<file path="src/rtl/roi_pkg.sv">
// -----------------------------------------------------------------------------
// roi_pkg
// Shared definitions for the ROI cropper:
//   - roi_state_e : frame-sync FSM states (WAIT_SOF, STREAM, SKIP)
//   - LAST_LINE / LAST_FRAME : values of the LAST_MODE parameter
//   - get_x / get_y : extract the x (upper half) and y (lower half) fields of a
//     32-bit corner word, keeping only the low cw bits of each field.
// -----------------------------------------------------------------------------
package roi_pkg;

    typedef enum logic [1:0] {
        WAIT_SOF = 2'd0,
        STREAM   = 2'd1,
        SKIP     = 2'd2
    } roi_state_e;

    localparam int LAST_LINE  = 0;
    localparam int LAST_FRAME = 1;

    // Mask with the low cw bits set (cw = 16 gives all ones).
    function automatic logic [15:0] field_mask(input int cw);
        logic [16:0] m;
        m = (17'h1 << cw) - 17'h1;
        return m[15:0];
    endfunction

    function automatic logic [15:0] get_x(input logic [31:0] xy, input int cw);
        return xy[31:16] & field_mask(cw);
    endfunction

    function automatic logic [15:0] get_y(input logic [31:0] xy, input int cw);
        return xy[15:0] & field_mask(cw);
    endfunction

endpackage

</file>
<file path="src/rtl/axis_reg_slice.sv">
// -----------------------------------------------------------------------------
// axis_reg_slice
// Single-entry forward register slice for an AXI-Stream style handshake.
// The slice accepts a new word whenever it is empty or its current word is
// being taken in the same cycle, so full throughput is kept with one register.
// Ports:
//   clk_i, arst_ni        clock, asynchronous active-low reset
//   in_data/in_valid      upstream word and valid
//   in_ready              upstream ready (!out_valid | out_ready)
//   out_data/out_valid    registered downstream word and valid
//   out_ready             downstream ready
// -----------------------------------------------------------------------------
module axis_reg_slice #(
    parameter int W = 10
) (
    input  logic         clk_i,
    input  logic         arst_ni,
    input  logic [W-1:0] in_data,
    input  logic         in_valid,
    output logic         in_ready,
    output logic [W-1:0] out_data,
    output logic         out_valid,
    input  logic         out_ready
);

    logic [W-1:0] data_r;
    logic         valid_r;

    assign in_ready  = !valid_r | out_ready;
    assign out_data  = data_r;
    assign out_valid = valid_r;

    // Load a new word whenever the slot is free or drains this cycle; hold otherwise.
    always_ff @(posedge clk_i or negedge arst_ni) begin
        if (!arst_ni) begin
            valid_r <= 1'b0;
            data_r  <= '0;
        end else if (in_ready) begin
            valid_r <= in_valid;
            if (in_valid) begin
                data_r <= in_data;
            end
        end
    end

endmodule

</file>
<file path="src/rtl/roi_crop_axis.sv">
// -----------------------------------------------------------------------------
// roi_crop_axis
// Crops a rectangular region of interest out of a raster-scan AXI-Stream frame.
// Corners are latched (and min/max normalised) on the start-of-frame beat;
// only in-window pixels are forwarded through a one-deep output register.
//
// Ports:
//   clk_i, arst_ni                 clock, asynchronous active-low reset
//   s_tdata_i/s_tvalid_i/s_tready_o input pixel stream
//   s_tuser_i                      start of frame (pixel (0,0))
//   s_tlast_i                      end of input line
//   xy_0_i, xy_1_i                 ROI corners: x at [16+COORD_W-1:16], y at [COORD_W-1:0]
//   m_tdata_o/m_tvalid_o/m_tready_i output ROI pixel stream
//   m_tuser_o                      first ROI pixel of the frame
//   m_tlast_o                      ROI line end (LAST_MODE=0) or ROI frame end (LAST_MODE=1)
//   roi_err_o                      one-cycle pulse: latched ROI lies outside the frame
//   err_o                          sticky: [0] line-length error, [1] early SOF
//   err_clr_i                      clears err_o (new errors in the same cycle win)
//
// Optional build macro ROI_CROP_STATS_EN adds:
//   frame_cnt_o   (16b) completed STREAM frames, wrapping
//   roi_pix_cnt_o (32b) ROI beats of the last completed frame
// -----------------------------------------------------------------------------
module roi_crop_axis
    import roi_pkg::*;
#(
    parameter int WIDTH     = 800,
    parameter int HEIGHT    = 600,
    parameter int DATA_W    = 8,
    parameter int COORD_W   = 11,
    parameter int LAST_MODE = 0
) (
    input  logic              clk_i,
    input  logic              arst_ni,
    input  logic [DATA_W-1:0] s_tdata_i,
    input  logic              s_tvalid_i,
    output logic              s_tready_o,
    input  logic              s_tuser_i,
    input  logic              s_tlast_i,
    input  logic [31:0]       xy_0_i,
    input  logic [31:0]       xy_1_i,
    output logic [DATA_W-1:0] m_tdata_o,
    output logic              m_tvalid_o,
    input  logic              m_tready_i,
    output logic              m_tuser_o,
    output logic              m_tlast_o,
    output logic              roi_err_o,
    output logic [1:0]        err_o,
    input  logic              err_clr_i
`ifdef ROI_CROP_STATS_EN
    ,
    output logic [15:0]       frame_cnt_o,
    output logic [31:0]       roi_pix_cnt_o
`endif
);

    localparam logic [15:0] X_LAST = 16'(WIDTH - 1);
    localparam logic [15:0] Y_LAST = 16'(HEIGHT - 1);

    roi_state_e  state_r;
    logic [15:0] x_r, y_r;
    logic [15:0] xmin_r, xmax_r, ymin_r, ymax_r;
    logic        roi_err_r;
    logic [1:0]  err_r;

    logic        beat_s, sof_s, synced_s;
    logic [15:0] cur_x_s, cur_y_s;
    logic [15:0] xmin_s, xmax_s, ymin_s, ymax_s;
    logic [15:0] ax_s, ay_s, bx_s, by_s;
    logic        roi_bad_s, stream_s, in_roi_s, emit_s;
    logic        line_end_s, frame_end_s, len_err_s, sof_err_s;
    logic        out_user_s, out_last_s;

    assign beat_s = s_tvalid_i & s_tready_o;

    // Decode the current beat: its raster position, the window that applies to it
    // (fresh corners on a SOF beat, latched ones otherwise) and the error conditions.
    always_comb begin
        sof_s    = beat_s & s_tuser_i;
        synced_s = sof_s | (state_r != WAIT_SOF);
        ax_s     = get_x(xy_0_i, COORD_W);
        ay_s     = get_y(xy_0_i, COORD_W);
        bx_s     = get_x(xy_1_i, COORD_W);
        by_s     = get_y(xy_1_i, COORD_W);
        if (sof_s) begin
            cur_x_s = 16'd0;
            cur_y_s = 16'd0;
            xmin_s  = (ax_s < bx_s) ? ax_s : bx_s;
            xmax_s  = (ax_s < bx_s) ? bx_s : ax_s;
            ymin_s  = (ay_s < by_s) ? ay_s : by_s;
            ymax_s  = (ay_s < by_s) ? by_s : ay_s;
        end else begin
            cur_x_s = x_r;
            cur_y_s = y_r;
            xmin_s  = xmin_r;
            xmax_s  = xmax_r;
            ymin_s  = ymin_r;
            ymax_s  = ymax_r;
        end
        roi_bad_s = ({1'b0, xmax_s} >= 17'(WIDTH)) | ({1'b0, ymax_s} >= 17'(HEIGHT));
        if (sof_s) begin
            stream_s = !roi_bad_s;
        end else begin
            stream_s = (state_r == STREAM);
        end
        in_roi_s    = (cur_x_s >= xmin_s) & (cur_x_s <= xmax_s) &
                      (cur_y_s >= ymin_s) & (cur_y_s <= ymax_s);
        emit_s      = beat_s & stream_s & in_roi_s;
        // An early tlast closes the line just like reaching the last column.
        line_end_s  = (cur_x_s == X_LAST) | s_tlast_i;
        frame_end_s = line_end_s & (cur_y_s == Y_LAST);
        len_err_s   = beat_s & synced_s & (s_tlast_i != (cur_x_s == X_LAST));
        sof_err_s   = sof_s & (state_r != WAIT_SOF) & ((x_r != 16'd0) | (y_r != 16'd0));
        out_user_s  = (cur_x_s == xmin_s) & (cur_y_s == ymin_s);
        if (LAST_MODE == LAST_FRAME) begin
            out_last_s = (cur_x_s == xmax_s) & (cur_y_s == ymax_s);
        end else begin
            out_last_s = (cur_x_s == xmax_s);
        end
    end

    // Frame-sync FSM with position counters, latched window and error flags.
    always_ff @(posedge clk_i or negedge arst_ni) begin
        if (!arst_ni) begin
            state_r   <= WAIT_SOF;
            x_r       <= 16'd0;
            y_r       <= 16'd0;
            xmin_r    <= 16'd0;
            xmax_r    <= 16'd0;
            ymin_r    <= 16'd0;
            ymax_r    <= 16'd0;
            roi_err_r <= 1'b0;
            err_r     <= 2'b00;
        end else begin
            roi_err_r <= sof_s & roi_bad_s;
            err_r     <= (err_clr_i ? 2'b00 : err_r) | {sof_err_s, len_err_s};
            if (sof_s) begin
                xmin_r <= xmin_s;
                xmax_r <= xmax_s;
                ymin_r <= ymin_s;
                ymax_r <= ymax_s;
            end
            // Beats before the first SOF carry no position and leave the counters alone.
            if (beat_s && synced_s) begin
                if (line_end_s) begin
                    x_r <= 16'd0;
                    y_r <= frame_end_s ? 16'd0 : (cur_y_s + 16'd1);
                end else begin
                    x_r <= cur_x_s + 16'd1;
                    y_r <= cur_y_s;
                end
            end
            if (beat_s) begin
                if (sof_s) begin
                    if (roi_bad_s) begin
                        state_r <= SKIP;
                    end else if (frame_end_s) begin
                        state_r <= WAIT_SOF;
                    end else begin
                        state_r <= STREAM;
                    end
                end else begin
                    case (state_r)
                        STREAM:   state_r <= frame_end_s ? WAIT_SOF : STREAM;
                        SKIP:     state_r <= SKIP;
                        WAIT_SOF: state_r <= WAIT_SOF;
                        default:  state_r <= WAIT_SOF;
                    endcase
                end
            end
        end
    end

    assign roi_err_o = roi_err_r;
    assign err_o     = err_r;

    axis_reg_slice #(
        .W (DATA_W + 2)
    ) u_slice (
        .clk_i     (clk_i),
        .arst_ni   (arst_ni),
        .in_data   ({out_user_s, out_last_s, s_tdata_i}),
        .in_valid  (emit_s),
        .in_ready  (s_tready_o),
        .out_data  ({m_tuser_o, m_tlast_o, m_tdata_o}),
        .out_valid (m_tvalid_o),
        .out_ready (m_tready_i)
    );

`ifdef ROI_CROP_STATS_EN
    logic [15:0] frame_cnt_r;
    logic [31:0] roi_pix_cnt_r;
    logic [31:0] run_cnt_r;
    logic [31:0] run_next_s;

    // Running ROI beat count of the frame in flight (a SOF restarts it).
    always_comb begin
        if (sof_s) begin
            run_next_s = {31'd0, emit_s};
        end else begin
            run_next_s = run_cnt_r + {31'd0, emit_s};
        end
    end

    // Publish frame statistics when a STREAM frame completes.
    always_ff @(posedge clk_i or negedge arst_ni) begin
        if (!arst_ni) begin
            frame_cnt_r   <= 16'd0;
            roi_pix_cnt_r <= 32'd0;
            run_cnt_r     <= 32'd0;
        end else if (beat_s) begin
            if (frame_end_s && stream_s) begin
                frame_cnt_r   <= frame_cnt_r + 16'd1;
                roi_pix_cnt_r <= run_next_s;
                run_cnt_r     <= 32'd0;
            end else begin
                run_cnt_r     <= run_next_s;
            end
        end
    end

    assign frame_cnt_o   = frame_cnt_r;
    assign roi_pix_cnt_o = roi_pix_cnt_r;
`endif

endmodule

</file>
<file path="config.mk">
export PLATFORM = sky130hd
export DESIGN_NAME = roi_crop_axis
export DESIGN_NICKNAME = d
export VERILOG_FILES = /design/src/rtl/roi_pkg.sv /design/src/rtl/axis_reg_slice.sv /design/src/rtl/roi_crop_axis.sv
export SDC_FILE = /design/constraint.sdc
export NUM_CORES = 1
export LEC_CHECK = 0
export ABC_AREA = 0
export CORE_MARGIN = 3
export CORE_UTILIZATION = 45
export DETAILED_ROUTE_END_ITERATION = 10
export PLACE_DENSITY = 0.67
export SYNTH_ARGS = -nofsm -noshare
export SYNTH_HDL_FRONTEND = slang
export SYNTH_HIERARCHICAL = 1
export SYNTH_SLANG_ARGS = --single-unit
export TNS_END_PERCENT = 20
</file>
<file path="constraint.sdc">
create_clock -name clk_i -period 8.8 [get_ports clk_i]
set_input_delay 1.76 -clock clk_i [delete_from_list [all_inputs] [get_ports clk_i]]
set_output_delay 1.76 -clock clk_i [all_outputs]
set_load 0.03 [all_outputs]
</file>
== Word-level counts from Yosys, hierarchy flattened ==
Index checks and enable logic that the tools add are counted.

* Word-level logic and storage cells: 75
* Output and inout port bits: 15
* Input port bits: 79
* Bits in registers: 112

* Multiplexer cells: 19
* Reductions and logical operators: 7
* $lt $le $gt $ge: 8
* Equality and inequality tests: 8
* Add/sub/neg operators: 2
* Bitwise gates (word level): 20

{| class="wikitable"
|+ Operators with widths
! kind !! number
|-
| two-way mux 16 bit || 9
|-
| == test 16 bit || 3
|-
| two-way mux 11 bit || 4
|-
| adder 16 x 1 -> 16 bit (second input constant) || 2
|-
| == test 16 x 10 -> 1 bit (second input constant) || 2
|-
| greater-or-equal comparator 16 x 10 -> 1 bit (second input constant) || 2
|-
| greater-or-equal comparator 16 bit || 2
|-
| <= comparator 16 bit || 2
|-
| nonzero test 16 bit || 2
|-
| < comparator 11 bit || 2
|-
| AND 1 bit || 14
|-
| two-way mux 2 bit || 3
|-
| OR 1 bit || 5
|-
| case mux 2 bit (2 select lines) || 1
|-
| == test 2 x 1 -> 1 bit (second input constant) || 1
|-
| == test 2 bit (second input constant) || 1
|-
| logical NOT 1 bit || 2
|-
| two-way mux 1 bit || 2
|-
| OR 2 bit || 1
|-
| AND reduction 2 bit || 1
|-
| nonzero test 2 bit || 1
|-
| logical AND 1 bit || 1
|-
| inequality test 1 bit || 1
|}

== Longest topological paths before layout ==
* Depth after elaboration: 12
* Depth in mapped cells: 22

== Hierarchy ==
The synthesis kept the hierarchy.

{| class="wikitable"
|+ By module, submodules not included
! module !! cells each !! sequential area each (µm²) !! instances !! area an instance (µm²)
|-
| roi_crop_axis || 856 || 2527.4 || 1 || 7158.1
|-
| axis_reg_slice || 24 || 275.3 || 1 || 465.4
|}

== Worst setup path before layout ==
No wires, ideal clock.

* Path type: input to register
* Start point: in m_tready_i
* End point: reg y_r[15]
* Arrival: 5899 ps
* Stages: 20
* Slack: 2780 ps
* Library setup time: 121 ps
* Buffers on the path: 4
* Cells stage by stage: nand2b_4 -> nand3_1 -> buf_2 -> clkbuf_1 -> clkbuf_1 -> clkbuf_1 -> and2_1 -> ha_1 -> and3_1 -> nand4_1 -> or4b_1 -> ha_1 -> and4b_1 -> and3_1 -> nand4_1 -> nor3_1 -> and3_1 -> and3_1 -> o21ai_1 -> a22o_1

* Longest elaborated chain between the ends: 9
* Elaborated cells between the ends (all ways): 14
* Those cells by class: 1 x add/sub; 2 x eq/ne; 4 x mux; 6 x bitwise; 1 x reduce/logical

{| class="wikitable"
|+ RTL lines
! item !! RTL line !! text
|-
| from (decl) || roi_crop_axis.sv:44 || <nowiki>input logic m_tready_i,</nowiki>
|-
| OR 1 bit (*) || axis_reg_slice.sv:29 || <nowiki>assign in_ready = !valid_r | out_ready;</nowiki>
|-
| AND 1 bit (*) || roi_crop_axis.sv:74 || <nowiki>assign beat_s = s_tvalid_i & s_tready_o;</nowiki>
|-
| parallel branches: the longest is 7 deep, another holds adder 16 x 1 -> 16 bit || - ||
|-
| to (signal assigned) || roi_crop_axis.sv:147 || <nowiki>y_r <= frame_end_s ? 16'd0 : (cur_y_s + 16'd1);</nowiki>
|-
| to (signal assigned) || roi_crop_axis.sv:150 || <nowiki>y_r <= cur_y_s;</nowiki>
|-
| to (decl) || roi_crop_axis.sv:61 || <nowiki>logic [15:0] x_r, y_r;</nowiki>
|}

Mark *: on every way between the ends.
A chain may end at the register's enable or synchronous reset.

== Worst setup path after layout ==
* Start point: in xy_1_i[25]
* End point: reg u_slice.data_r[3] (netlist: u_slice/out_data[3])

* Longest elaborated chain between the ends: 10
* Elaborated cells between the ends (all ways): 17
* Those cells by class: 4 x order compare; 5 x mux; 6 x bitwise; 2 x reduce/logical

{| class="wikitable"
|+ RTL lines
! item !! RTL line !! text
|-
| from (decl) || roi_crop_axis.sv:41 || <nowiki>input logic [31:0] xy_1_i,</nowiki>
|-
| < comparator 11 bit || roi_crop_axis.sv:88, roi_crop_axis.sv:89 ||
|-
| two-way mux 11 bit || roi_crop_axis.sv:89 || <nowiki>xmax_s = (ax_s < bx_s) ? bx_s : ax_s;</nowiki>
|-
| two-way mux 16 bit || roi_crop_axis.sv:85 || <nowiki>if (sof_s) begin</nowiki>
|-
| greater-or-equal comparator 16 x 10 -> 1 bit || roi_crop_axis.sv:100 || <nowiki>roi_bad_s = ({1'b0, xmax_s} >= 17'(WIDTH)) | ({1'b0, ymax_s} >= 17'(HEIGHT));</nowiki>
|-
| OR 1 bit || roi_crop_axis.sv:100 ||
|-
| logical NOT 1 bit || roi_crop_axis.sv:102 || <nowiki>stream_s = !roi_bad_s;</nowiki>
|-
| two-way mux 1 bit || roi_crop_axis.sv:101 || <nowiki>if (sof_s) begin</nowiki>
|-
| AND 1 bit || roi_crop_axis.sv:108 || <nowiki>emit_s = beat_s & stream_s & in_roi_s;</nowiki>
|-
| AND 1 bit (*) || roi_crop_axis.sv:108 ||
|-
| named net emit_s || roi_crop_axis.sv:70 || <nowiki>logic roi_bad_s, stream_s, in_roi_s, emit_s;</nowiki>
|-
| AND reduction 2 bit (no line) (*) || - ||
|-
| to (signal assigned) || axis_reg_slice.sv:41 || <nowiki>data_r <= in_data;</nowiki>
|-
| to (decl) || axis_reg_slice.sv:26 || <nowiki>logic [W-1:0] data_r;</nowiki>
|}

Mark *: on every way through the listed nets, which the timed path passes. The rest lies on a longest branch.

==> metrics.txt <==
placed insts 1142; Max IR drop VDD 0.000106 V; Clock Skew 0.00979 ns; Tot GR Track Use 19.3%; hpwl dp 12900 um; CP max stage cell nor3_1; Final nets 1103; die height 136 um; DRC errors left 0; number of global-route vias before repair 5717; CTS H-tree depth 3; RePlAce Congestion 0.876; Max-slew headroom 27.0%; Final setup viols 0; number of CTS-inserted buffers 9; Setup Buffers After CTS 0; # IOs 94; Max Clk Rate 144 MHz; mean routed wirelength per cell 14.9 um; Starting DRT DRC Count 527; full die area 0.0185 mm2; Hold Worst Slack 0.477 ns; Initial Utilization 47.0%; synth warn 6; Port Buf Inserts 73; drt total wl 17300 um; clk buf depth 2; ANT cells 0; GRT overflow 0; Worst Path Required 9.04 ns; clock insertion delay at the later pin of the skew report 0.35 ns; Arr. time, crit path 7.21 ns; CTS tree yes; ys async rst share 100%; power per cell area 149 mW/mm2; Non-Filler Instances 1158; number of flops mapped to enable cells by yosys 0; critical path class in2reg; Critical Path End Type register; Power Total 1.32 mW; fill cell count 1509; row cnt 46; Primary FF master, synth dfrtp_1; drt pass-1 iters 5; total negative slack 0 ns; Cell Area, Synth 0.00762 mm2; clock-pin transition on the worst setup and hold timing paths 0.07 ns; worst hold path type reg2reg; crit start category input pin; synthesized instance count 880; Slew Limit Fails 0; CP max FO 22; vias 6191; Mapped Nets 1046; antenna violations before repair 0; clock period minus worst slack 6.97 ns; Final ANT Viol Nets 0; final worst slack 1.83 ns; global-route wire length before repair 28700 um; largest net degree at the start of global routing 80; period utilization 79.2%; Worst Max-Slew Pin Slew 1.09 ns; pre-CTS setup slack 1.45 ns; Leakage 4.36 nW; post-cts resize count 0; Num Clock Sinks 112; Fin. Hold Viols 0; post-synthesis sequential area ratio 36.8%; crit-path cells clkdlybuf4s50_1, inv_1, ha_1, a21oi_1, nand2_1, a211oi_2, a21boi_2, buf_4, mux2i_1, o21ai_1, inv_1, ha_1, nor2b_1, o21a_1, o21a_1, o21ai_0, a21oi_1, o31ai_1, o211ai_1, nor3_1, nand2_8, mux2_4; Area Growth Syn to Fin 16.0%; #FFs+latches synth 112; Via density 5.35; Die W 136 um; status finished clean; RSZ-0062 raised after global routing no; share of layout cells above drive strength 1 5.10%; syn avg cell area 8.66 um2; Max Cap Viol 0; root buf cell clkbuf_16; # hold bufs at CTS 0; post-synth cell types 56; total core area 0.0162 mm2; CP peak stage delay 0.59 ns
## registers in the layout, summed over array words and instances, names as in the netlist, 2 cells and up
signal and cells:
x_r 16, xmax_r 16, ymin_r 16, state_r 2
y_r 16, u_slice/out_data 10, ymax_r 16, err_o 2
xmin_r 16
## cells in the mapped netlist, types with 3 or more instances
cell type  count  area (um2)
a211oi_1       6        45.0
a21o_1        15         113
a21oi_1       42         210
a21oi_2        3        26.3
a22o_1         7        61.3
a31oi_1        7        43.8
and2_1        46         288
and3_1        12        75.1
buf_1          4        15.0
buf_2          4        20.0
clkbuf_1      26        97.6
dfrtp_1      112        2800
ha_1          87        1090
inv_1         94         353
mux2_4        10         150
mux2i_1       24         240
nand2_1       96         360
nand2b_1       3        18.8
nand3_1       18        90.1
nand4_1       23         144
nor2_1        55         206
nor2b_1        9        56.3
nor3_1         9        45.0
nor4_1         9        56.3
o211ai_1       7        52.6
o21a_1         7        52.6
o21ai_0       57         285
o21ai_1       40         200
o22ai_1        3        18.8
o31ai_1       13        97.6
or2_2          3        18.8
## power by group
group	switching (mW)	total [mW]	internal (mW)
clock network	0.187	0.408	0.220
logic	0.195	0.332	0.137
registers	0.0217	0.580	0.558
total	0.404	1.32	0.916
## area by class of cell
type	count	area [um2]	share of cell area, %
multi-input cells	638	4340	49.1
repair buffers	81	788	8.92
clock buffers	12	236	2.68
flip-flops and latches	112	2800	31.7
clock inverters	4	45.0	0.510
inverters	95	357	4.03
well taps	216	270	3.06
## per-layer routing
| layer | part of all wire [%] | wire length (um) | track usage, % | vias up |
|---|---|---|---|---|
| li1 | - | - | - | 3196 |
| met1 | 53 | 9140 | 30.3 | 2838 |
| met2 | 41 | 7060 | 26.9 | 135 |
| met3 | 4.2 | 731 | 2.52 | 22 |
| met4 | 2.2 | 374 | 6.94 | 0 |
| met5 | 0 | 0 | 0 | - |
## worst max-delay path, delay by kind of cell
| kind | cells | cell delay [ns] |
|---|---|---|
| muxes | 2 | 0.50 |
| and+or+nand+nor | 4 | 1.05 |
| AOI/OAI and AO/OA | 10 | 2.24 |
| buffers and inverters | 4 | 1.01 |
| adders and majority gates | 2 | 0.62 |
## worst paths after layout
check | depth (start not counted) | slack [ns] | end | startpoint
worst min-delay path | 1 | 0.48 | xmax_r[13]$_DFFE_PN0P_ | xmax_r[13]$_DFFE_PN0P_
worst min register to register | 1 | 0.48 | xmax_r[13]$_DFFE_PN0P_ | xmax_r[13]$_DFFE_PN0P_
min in group asynchronous | 1 | 1.34 | y_r[12]$_DFFE_PN0P_ | arst_ni
worst max register to register | 17 | 3.87 | y_r[15]$_DFFE_PN0P_ | u_slice/out_valid$_DFFE_PN0P_
max in group asynchronous | 2 | 6.11 | xmax_r[4]$_DFFE_PN0P_ | arst_ni
worst max-delay path | 22 | 1.83 | u_slice/out_data[3]$_DFFE_PN0P_ | xy_1_i[25]
## cell families (layout without fill, tap and decap cells)
family          after synthesis  after routing  share of synthesized area [%]
fa+ha+maj                    87             87                           14.3
simple gates                292            292                           19.1
flops                       112            112                           36.8
mux                          34             34                           5.12
xor+xnor                      1              1                          0.115
compound gates              224            224                           18.1
buf+inv                     130            192                           6.56
## metrics by stage
stage	util, %	cell area (um2)
6_report	54.5	8840
5_1_grt	54.5	8840
4_1_cts	54.5	8840
3_5_place_dp	52.7	8560
3_3_place_gp	52.7	8560
2_1_floorplan	-	7620
## placed cells by master, fill, tap and decap left out, types with 3 or more instances in the layout
master,netlist,routed
buf_4,0,9
o211ai_1,7,7
nor2_1,55,55
nand2b_1,3,3
dfrtp_1,112,112
clkbuf_16,0,9
ha_1,87,87
o22ai_1,3,3
or2_2,3,3
a21o_1,15,15
inv_1,94,94
and2_1,46,46
o21ai_0,57,57
o21ai_1,40,40
clkdlybuf4s50_1,0,72
nor3_1,9,9
clkinv_2,0,3
a22o_1,7,7
nand3_1,18,17
a31oi_1,7,7
nand4_1,23,23
nor2b_1,9,9
mux2i_1,24,24
and3_1,12,12
a211oi_1,6,6
nand2_1,96,96
a21oi_2,3,3
a21oi_1,42,42
mux2_4,10,10
nor4_1,9,9
o31ai_1,13,13
clkbuf_1,26,3
o21a_1,7,7
No activity file was read; power rests on OpenSTA's default activity.
